File: src/rtl/spi_pkg.sv
// Shared definitions for the word-oriented SPI slave.
//   SPI_MODE0..3      : {CPOL, CPHA} pairs for the four standard SPI modes
//   SPI_FILL_DEFAULT  : word shifted out when no TX word is buffered
//   spi_edge_e        : classification of a synchronised SCK transition
package spi_pkg;

    // {CPOL, CPHA}
    localparam logic [1:0] SPI_MODE0 = 2'b00;
    localparam logic [1:0] SPI_MODE1 = 2'b01;
    localparam logic [1:0] SPI_MODE2 = 2'b10;
    localparam logic [1:0] SPI_MODE3 = 2'b11;

    localparam logic [31:0] SPI_FILL_DEFAULT = 32'h0000_0000;

    typedef enum logic [1:0] {
        EDGE_NONE  = 2'b00,
        EDGE_LEAD  = 2'b01,
        EDGE_TRAIL = 2'b10
    } spi_edge_e;

endpackage

File: src/rtl/spi_pin_sync.sv
// Pin conditioning for the SPI slave: brings si/sck/n_cs into the clk domain
// and classifies transitions.
//   Macro SPI_SYNC_EN : defined   -> 2-flop synchronisers on every pin
//                       undefined -> single register stage (pins already
//                                    synchronous to clk)
// Ports:
//   clk, rst_n        : system clock, async active-low reset
//   si, sck, n_cs     : raw SPI pins
//   si_sync           : si delayed by the same depth as sck
//   sck_edge          : LEAD/TRAIL pulse, NONE while chip select is inactive
//   cs_fall, cs_rise  : one-cycle pulses on synchronised n_cs edges
module spi_pin_sync
    import spi_pkg::*;
#(
    parameter logic IDLE_SCK = 1'b0
) (
    input  logic      clk,
    input  logic      rst_n,
    input  logic      si,
    input  logic      sck,
    input  logic      n_cs,
    output logic      si_sync,
    output spi_edge_e sck_edge,
    output logic      cs_fall,
    output logic      cs_rise
);

    logic sck_s;
    logic cs_s;
    logic sck_prev_r;
    logic cs_prev_r;

`ifdef SPI_SYNC_EN
    logic [1:0] si_pipe_r;
    logic [1:0] sck_pipe_r;
    logic [1:0] cs_pipe_r;

    // Two-flop synchronisers; reset to the idle pin levels
    always_ff @(posedge clk or negedge rst_n) begin
        if (!rst_n) begin
            si_pipe_r  <= 2'b00;
            sck_pipe_r <= {2{IDLE_SCK}};
            cs_pipe_r  <= 2'b11;
        end else begin
            si_pipe_r  <= {si_pipe_r[0], si};
            sck_pipe_r <= {sck_pipe_r[0], sck};
            cs_pipe_r  <= {cs_pipe_r[0], n_cs};
        end
    end

    assign si_sync = si_pipe_r[1];
    assign sck_s   = sck_pipe_r[1];
    assign cs_s    = cs_pipe_r[1];
`else
    logic si_pipe_r;
    logic sck_pipe_r;
    logic cs_pipe_r;

    // Single capture stage; reset to the idle pin levels
    always_ff @(posedge clk or negedge rst_n) begin
        if (!rst_n) begin
            si_pipe_r  <= 1'b0;
            sck_pipe_r <= IDLE_SCK;
            cs_pipe_r  <= 1'b1;
        end else begin
            si_pipe_r  <= si;
            sck_pipe_r <= sck;
            cs_pipe_r  <= n_cs;
        end
    end

    assign si_sync = si_pipe_r;
    assign sck_s   = sck_pipe_r;
    assign cs_s    = cs_pipe_r;
`endif

    // Previous synchronised levels for edge detection
    always_ff @(posedge clk or negedge rst_n) begin
        if (!rst_n) begin
            sck_prev_r <= IDLE_SCK;
            cs_prev_r  <= 1'b1;
        end else begin
            sck_prev_r <= sck_s;
            cs_prev_r  <= cs_s;
        end
    end

    // Classify the SCK transition; leaving the idle level is the leading edge
    always_comb begin
        sck_edge = EDGE_NONE;
        if (cs_s || (sck_s == sck_prev_r)) begin
            sck_edge = EDGE_NONE;
        end else if (sck_s != IDLE_SCK) begin
            sck_edge = EDGE_LEAD;
        end else begin
            sck_edge = EDGE_TRAIL;
        end
    end

    assign cs_fall = cs_prev_r & ~cs_s;
    assign cs_rise = ~cs_prev_r & cs_s;

endmodule

File: src/rtl/spi_slave_word.sv
// Word-oriented full-duplex SPI slave, any CPOL/CPHA, either bit order.
//   Macro SPI_SYNC_EN : selects 2-flop pin synchronisers (see spi_pin_sync).
// Ports:
//   clk, rst_n            : system clock, async active-low reset
//   si, n_cs, sck         : MOSI, chip select (active low), SPI clock pins
//   so, so_oe             : MISO data and output enable (~n_cs, unregistered)
//   start, frame_end      : pulses on chip-select assertion / release
//   abort                 : with frame_end when a partial word was discarded
//   data_rx, valid_rx     : received word and its one-cycle strobe
//   data_tx, valid_tx,    : one-entry TX holding buffer, ready/valid
//   ready_tx
//   tx_underrun           : FILL was loaded because the buffer was empty
module spi_slave_word
    import spi_pkg::*;
#(
    parameter int               WIDTH     = 8,
    parameter int               CPOL      = 0,
    parameter int               CPHA      = 0,
    parameter int               MSB_FIRST = 1,
    parameter logic [WIDTH-1:0] FILL      = WIDTH'(SPI_FILL_DEFAULT)
) (
    input  logic             clk,
    input  logic             rst_n,
    input  logic             si,
    input  logic             n_cs,
    input  logic             sck,
    output logic             so,
    output logic             so_oe,
    output logic             start,
    output logic             frame_end,
    output logic             abort,
    output logic [WIDTH-1:0] data_rx,
    output logic             valid_rx,
    input  logic [WIDTH-1:0] data_tx,
    input  logic             valid_tx,
    output logic             ready_tx,
    output logic             tx_underrun
);

    localparam int             CNT_W    = $clog2(WIDTH);
    localparam logic [CNT_W-1:0] LAST_CNT = CNT_W'(WIDTH - 1);
    localparam logic           IDLE_SCK = (CPOL != 0) ? 1'b1 : 1'b0;
    localparam int             SO_IDX   = (MSB_FIRST != 0) ? WIDTH - 1 : 0;

    logic             si_s;
    spi_edge_e        sck_edge_s;
    logic             cs_fall_s;
    logic             cs_rise_s;

    logic [WIDTH-1:0] shift_r;
    logic [WIDTH-1:0] rx_r;
    logic [WIDTH-1:0] buf_r;
    logic             buf_full_r;
    logic [CNT_W-1:0] cnt_r;
    logic             load_pend_r;
    logic [WIDTH-1:0] data_rx_r;
    logic             valid_rx_r;
    logic             start_r;
    logic             frame_end_r;
    logic             abort_r;
    logic             underrun_r;

    logic             sample_s;
    logic             shift_s;
    logic             load_s;
    logic             accept_s;
    logic [WIDTH-1:0] rx_next_s;
    logic [WIDTH-1:0] shift_next_s;
    logic [WIDTH-1:0] load_word_s;

    spi_pin_sync #(
        .IDLE_SCK (IDLE_SCK)
    ) u_pin_sync (
        .clk      (clk),
        .rst_n    (rst_n),
        .si       (si),
        .sck      (sck),
        .n_cs     (n_cs),
        .si_sync  (si_s),
        .sck_edge (sck_edge_s),
        .cs_fall  (cs_fall_s),
        .cs_rise  (cs_rise_s)
    );

    // Map SCK edges onto sample/shift/load actions for the selected phase
    always_comb begin
        sample_s = 1'b0;
        shift_s  = 1'b0;
        load_s   = 1'b0;
        if (CPHA == 0) begin
            // First bit must be on the wire before the first edge, so the
            // word is loaded at frame start and after every completed word.
            sample_s = (sck_edge_s == EDGE_LEAD);
            shift_s  = (sck_edge_s == EDGE_TRAIL);
            load_s   = (cs_fall_s | ((sck_edge_s == EDGE_TRAIL) & load_pend_r)) & ~cs_rise_s;
        end else begin
            sample_s = (sck_edge_s == EDGE_TRAIL);
            shift_s  = (sck_edge_s == EDGE_LEAD);
            load_s   = (sck_edge_s == EDGE_LEAD) & (cnt_r == CNT_W'(0)) & ~cs_rise_s;
        end
    end

    // Next values of the receive and transmit shift paths
    always_comb begin
        rx_next_s    = rx_r;
        shift_next_s = shift_r;
        if (MSB_FIRST != 0) begin
            rx_next_s    = {rx_r[WIDTH-2:0], si_s};
            shift_next_s = {shift_r[WIDTH-2:0], 1'b0};
        end else begin
            rx_next_s    = {si_s, rx_r[WIDTH-1:1]};
            shift_next_s = {1'b0, shift_r[WIDTH-1:1]};
        end
    end

    // Word to load: buffered word if present, otherwise the fill pattern
    always_comb begin
        load_word_s = FILL;
        if (buf_full_r) begin
            load_word_s = buf_r;
        end else begin
            load_word_s = FILL;
        end
    end

    assign accept_s = valid_tx & ~buf_full_r;

    // Frame control, bit counting, shift paths and TX holding buffer
    always_ff @(posedge clk or negedge rst_n) begin
        if (!rst_n) begin
            shift_r     <= {WIDTH{1'b0}};
            rx_r        <= {WIDTH{1'b0}};
            buf_r       <= {WIDTH{1'b0}};
            buf_full_r  <= 1'b0;
            cnt_r       <= CNT_W'(0);
            load_pend_r <= 1'b0;
            data_rx_r   <= {WIDTH{1'b0}};
            valid_rx_r  <= 1'b0;
            start_r     <= 1'b0;
            frame_end_r <= 1'b0;
            abort_r     <= 1'b0;
            underrun_r  <= 1'b0;
        end else begin
            start_r     <= 1'b0;
            frame_end_r <= 1'b0;
            abort_r     <= 1'b0;
            valid_rx_r  <= 1'b0;
            underrun_r  <= 1'b0;
            if (cs_rise_s) begin
                // Partial word is dropped; the TX buffer survives the frame end
                frame_end_r <= 1'b1;
                abort_r     <= (cnt_r != CNT_W'(0));
                cnt_r       <= CNT_W'(0);
                load_pend_r <= 1'b0;
            end else begin
                if (cs_fall_s) begin
                    start_r     <= 1'b1;
                    cnt_r       <= CNT_W'(0);
                    load_pend_r <= 1'b0;
                end else begin
                    start_r     <= 1'b0;
                end
                if (sample_s) begin
                    rx_r <= rx_next_s;
                    if (cnt_r == LAST_CNT) begin
                        cnt_r       <= CNT_W'(0);
                        data_rx_r   <= rx_next_s;
                        valid_rx_r  <= 1'b1;
                        load_pend_r <= (CPHA == 0);
                    end else begin
                        cnt_r <= cnt_r + CNT_W'(1);
                    end
                end else begin
                    rx_r <= rx_r;
                end
                if (load_s) begin
                    shift_r     <= load_word_s;
                    load_pend_r <= 1'b0;
                    underrun_r  <= ~buf_full_r;
                end else if (shift_s) begin
                    shift_r <= shift_next_s;
                end else begin
                    shift_r <= shift_r;
                end
            end
            // A load from a full buffer wins; ready_tx was low so no accept
            if (load_s && buf_full_r) begin
                buf_full_r <= 1'b0;
            end else if (accept_s) begin
                buf_r      <= data_tx;
                buf_full_r <= 1'b1;
            end else begin
                buf_full_r <= buf_full_r;
            end
        end
    end

    assign so          = shift_r[SO_IDX];
    assign so_oe       = ~n_cs;
    assign start       = start_r;
    assign frame_end   = frame_end_r;
    assign abort       = abort_r;
    assign data_rx     = data_rx_r;
    assign valid_rx    = valid_rx_r;
    assign ready_tx    = ~buf_full_r;
    assign tx_underrun = underrun_r;

endmodule

File: config.mk
export PLATFORM = sky130hd
export DESIGN_NAME = spi_slave_word
export DESIGN_NICKNAME = d
export VERILOG_FILES = /design/src/rtl/spi_pkg.sv /design/src/rtl/spi_pin_sync.sv /design/src/rtl/spi_slave_word.sv
export SDC_FILE = /design/constraint.sdc
export NUM_CORES = 1
export LEC_CHECK = 0
export BUFFER_PORTS_ARGS = -buffer_cell sky130_fd_sc_hd__buf_4
export CAP_MARGIN = 20
export CORE_ASPECT_RATIO = 1.1
export CORE_MARGIN = 2
export CORE_UTILIZATION = 50
export DETAILED_ROUTE_END_ITERATION = 10
export HOLD_SLACK_MARGIN = 0.05
export PLACE_DENSITY_LB_ADDON = 0.15
export SLEW_MARGIN = 10
export SYNTH_ARGS = -nofsm -noshare
export SYNTH_HDL_FRONTEND = slang
export SYNTH_HIERARCHICAL = 1
export SYNTH_SLANG_ARGS = --single-unit
File: constraint.sdc
create_clock -name clk -period 2.45 [get_ports clk]
set_input_delay 0 -clock clk [delete_from_list [all_inputs] [get_ports clk]]
set_output_delay 0 -clock clk [all_outputs]
set_load 0.005 [all_outputs]
**After elaboration in Yosys (flattened, before gate mapping)**

Cells that the tools add are included.

- Eq/ne operators: 4
- Reductions and logical operators: 10
- $add $sub $neg: 1
- Bitwise logic cells: 12
- Multiplexer cells: 25

Operators with widths:

| operator | number |
|---|---|
| $mux 8 | 3 |
| $mux 1 | 16 |
| $mux 3 | 4 |
| $not 1->1 | 6 |
| $reduce_and 2->1 | 3 |
| $reduce_bool 3->1 | 2 |
| $and 1x1->1 | 5 |
| $mux 2 | 2 |
| $reduce_bool 2->1 | 2 |
| $add 3x1->3 const B | 1 |
| $eq 3x3->1 const B | 1 |
| $reduce_and 3->1 | 1 |
| $eq 2x1->1 const B | 1 |
| $eq 2x2->1 const B | 1 |
| $eq 1x1->1 | 1 |
| $logic_and 1x1->1 | 1 |
| $logic_or 1x1->1 | 1 |
| $or 1x1->1 | 1 |

- Logic and storage cells: 69
- Output and inout port bits: 16
- Input port bits: 14
- Register bits: 46

**Longest topological paths before layout**

- Depth after elaboration: 10
- Gate-level depth with buffers: 7
- Mapped depth without buffers: 5

**Modules after synthesis**

The synthesis kept the hierarchy.

By module, submodules not included:

| module | area an instance (µm²) | instances | cells each | seq. area each (µm²) |
|---|---|---|---|---|
| spi_slave_word | 1,740.4 | 1 | 138 | 1,026.0 |
| spi_pin_sync | 155.1 | 1 | 9 | 127.6 |

**Worst setup path after synthesis**

OpenSTA, ideal clock, no wires.

- Path kind: reg2reg
- Start point: reg u_pin_sync.cs_pipe_r
- End point: reg data_rx_r[0] (netlist: data_rx[0])
- Data required time: 2,325 ps
- Stages on the path, launching flop included: 6
- Period minus slack after synthesis: 1,771 ps
- Setup time: 125 ps
- Slack: 679 ps
- Path buffers: 1
- Arrival time: 1,646 ps
- Cells stage by stage: dfstp_2 nor3b_1 nor3b_4 and2_4 buf_12 mux2_4

- Word-level cells in the longest chain between the ends: 4
- Elaborated cells on any way between the ends: 6
- Those cells by class: 1 x eq/ne; 1 x mux; 2 x bitwise; 2 x reduce/logical

RTL lines:

| element | RTL line | source |
|---|---|---|
| start: declaration | spi_pin_sync.sv:57 | `logic cs_pipe_r;` |
| start signal: assignment | spi_pin_sync.sv:68 | `cs_pipe_r <= n_cs;` |
| $logic_or 1x1->1 | spi_pin_sync.sv:91 | `if (cs_s \|\| (sck_s == sck_prev_r)) begin` |
| $mux 2 | spi_pin_sync.sv:91 |  |
| named net sck_edge_s[0] | spi_slave_word.sv:46 | `spi_edge_e sck_edge_s;` |
| $eq 2x1->1 | n/a |  |
| $reduce_and 3->1 (no line) | n/a |  |
| end signal: assignment | spi_slave_word.sv:137 | `data_rx_r <= {WIDTH{1'b0}};` |
| end signal: assignment | spi_slave_word.sv:167 | `data_rx_r <= rx_next_s;` |
| end: declaration | spi_slave_word.sv:56 | `logic [WIDTH-1:0] data_rx_r;` |

The timed path passes the listed nets, and every way through them passes these cells.
A chain may end at the register's enable or synchronous reset.

**Worst setup path in the final report**

- Start point: reg u_pin_sync.cs_pipe_r
- End point: reg data_rx_r[7] (netlist: data_rx[7])

The elaborated chain is that of the path after synthesis.

==> key figures <==
STA
  – Fmax: just over 0.5 GHz
  – RSZ-0062 raised after global routing: no
  – Measured slew at the worst slew-check pin: between 600 and 700 ps
  – Fin crit share: between 70 and 80%
  – Setup-failing EPs final: 0
  – Max Slew Vio Count: 0
  – WHS: between 200 and 250 ps
  – Worst Slack Setup Final: 495 ps
  – Clock Skews: 5.06 ps
  – Setup TNS: 0 ps
  – Post-route minimum period: 1960 ps
  – Worst rel slew slack: a little under three fifths
  – Final hold vios: 0

Setup path
  – Crit-path max cell delay: around 460 ps
  – Required @ worst endpoint: 2630 ps
  – CP max stage cell: nor3b_4
  – Crit-path cells: nor3b_1, nor3b_4, and2_4, mux2_4
  – CP Class: reg2reg
  – WP data arrival: between 2000 and 2500 ps
  – Worst-path fanout max: 10
  – Startpoint types: flip-flop
  – CP Capture Type: flip-flop

Placement
  – Routability congestion estimate: 0.748
  – Inst Count DP: roughly 220
  – Placed wire-length estimate: approximately 2100 µm
  – Count of input and output buffers: 29
  – Area after DPL: around 0.0021 mm²
  – Pre-CTS setup slack: 489 ps

Synth
  – Synth Flop Type: dfrtp_1
  – Number of synthesized flops with an enable pin: 0
  – Syn Nets: approximately 160
  – Yosys top cell by area: dfrtp_1
  – Top cell type's share of synthesized area: approximately three fifths
  – Post-synth top cells: dfrtp_1, nor2_1, mux2_2
  – Top-count cell post-synth: dfrtp_1
  – Yosys Warn Count: 6
  – Sequential share of the synthesized area: roughly three fifths
  – Mapped Area: between 0.0015 and 0.002 mm²
  – Post-synthesis async set-or-reset flop share: 100%
  – Top cells by area, synth: dfrtp_1, mux2_2, mux2_4, nor2_1, dfstp_2
  – Avg Inst Size Synth: approximately 13 µm²
  – Flops & latches, synth: between 40 and 50
  – Synth cell types: 28
  – Cell count after synthesis: roughly 150

CTS
  – CTS Root Cell: clkbuf_8
  – H-Tree Depth: 2
  – Worst-path clk slew: 80 ps
  – Clock Latency Late Sink: between 200 and 300 ps
  – Clock Sinks: 46
  – CTS Buf Count: 5
  – Longest Clk Path Bufs: 2
  – CTS tree: done

Global route
  – Met1 GRT Util: 17.5%
  – Met2 Usage GRT: 31.0%
  – Vias in the first global route: 1,201
  – Met3 global-route usage: under 10%
  – Largest net degree at the start of global routing: 47
  – Gr busiest metal: met2
  – First-pass GRT wire length: 5370 µm
  – Initial antenna violation count: 0
  – Overflow after GRT: 0
  – Total GRT Usage: between 15 and 20%

Power
  – Power Density: 739 mW/mm²
  – Total Power: roughly 1.8 mW
  – Largest vdd supply drop: 0.433 mV
  – P_leak: roughly 1.1 nW

Final layout
  – Area delta synth->final: 25.3%
  – Design area: between 0.002 and 0.0025 mm²
  – Non-filler cells in the finished layout: around 240
  – Share of cells above drive strength 1: a little over a third
  – Final Util: between 60% and 70%
  – Filler cells: between 200 and 300
  – Antenna Cells: 0
  – Nets: 208

Drt
  – 1st-pass router iterations: 4
  – WL final: ~3100 µm
  – Post-detailed-route count of antenna-violating nets: 0
  – Via density: between 4 and 5
  – Initial detailed-routing violation count: between 50 and 60
  – Drt wl/cell: between 10 and 15 µm
  – Vias: about 1.2k
  – DRC violations left: 0

Status
  – Status: completed

Die
  – FP Rows: 23
  – Initial core utilization: 52.3%
  – Die W: approximately 63 µm
  – Core Region: about 0.0036 mm²
  – Die H: 68.6 µm
  – Die area: between 0.004 and 0.005 mm²
  – IO Count: 30

Hold path
  – Worst hold-check path type: in2async

Flow run
  – Max-cap viol count: 0
-- per-layer routing --
layer	part of all wire (%)	vias to the layer above
li1	-	587
met1	41	577
met2	53	27
met3	4.6	5
met4	1.1	0
met5	0	-
-- flip-flops by register name (all words and copies together), names as in the netlist --
name,cells
abort,1
data_rx,8
start,1
u_pin_sync/cs_prev_r,1
rx_r,7
cnt_r,3
valid_rx,1
u_pin_sync/sck_prev_r,1
u_pin_sync/si_sync,1
tx_underrun,1
u_pin_sync/sck_pipe_r,1
frame_end,1
u_pin_sync/cs_pipe_r,1
buf_full_r,1
buf_r,8
shift_r,8
load_pend_r,1
-- worst paths after layout --
| kind | from | end | slack [ps] | cells past startpoint |
|---|---|---|---|---|
| worst max-delay path | u_pin_sync/cs_pipe_r$_DFF_PN1_ | data_rx[7]$_DFFE_PN0P_ | 490 | 4 |
| worst min-delay path | rst_n | cnt_r[0]$_DFFE_PN0P_ | 230 | 2 |
| worst max register to register | u_pin_sync/cs_pipe_r$_DFF_PN1_ | data_rx[7]$_DFFE_PN0P_ | 490 | 4 |
| worst min register to register | u_pin_sync/cs_pipe_r$_DFF_PN1_ | u_pin_sync/cs_prev_r$_DFF_PN1_ | 390 | 0 |
| max in group asynchronous | rst_n | u_pin_sync/cs_prev_r$_DFF_PN1_ | 1840 | 2 |
| min in group clk | sck | u_pin_sync/sck_pipe_r$_DFF_PN0_ | 370 | 2 |
-- cells by family after synthesis --
kind of cell | count (synthesis) | synth area share [%]
AOI/OAI and AO/OA | 16 | 5.48
DFF | 46 | 60.9
muxes | 23 | 15.2
adders and majority gates | 3 | 1.98
and+or+nand+nor | 45 | 12.2
buffers and inverters | 14 | 4.22
-- cells in the final DEF (no fill, tap or decap), drive strengths merged, types with 2 or more instances in the layout --
cell	n
nand2	6
nand2b	2
nor3b	3
nor3	2
inv	7
buf	31
ha	3
nor2	16
clkinv	2
dlygate4sd3	13
a21oi	5
dfrtp	44
clkbuf	5
mux2	23
dfstp	2
nand3	10
nor2b	4
a31oi	6
-- report_power, final --
part           internal, mW  switching (mW)
registers             0.889          0.0851
logic                 0.144          0.0966
clock network         0.300           0.242
total                  1.33           0.424
-- critical path: cells and delay by family (launching register included) --
kind	cells	cell delay (ps)
flip-flops	1	390
multiplexers	1	320
AND/OR/NAND/NOR	3	1140
-- final cells by class --
cell class                      instances  area [µm²]  share of cell area (%)
Inverter                                7        26.3                    1.11
Clock inverter                          3        40.0                    1.69
Timing Repair Buffer                   44         363                    15.3
Clock buffer                            5        68.8                    2.90
Multi-Input combinational cell         87         662                    27.9
Tap cell                               50        62.6                    2.63
Sequential cell                        46        1150                    48.6
-- what timing repair did --
| action | CTS | global route |
|---|---|---|
| endpoints found under the hold margin | 56 | 0 |
| resized for setup | 0 | 0 |
| buffers inserted | 0 | 0 |
| hold buffers | 13 | 0 |
Note: power is estimated with default switching activity, not from simulation.
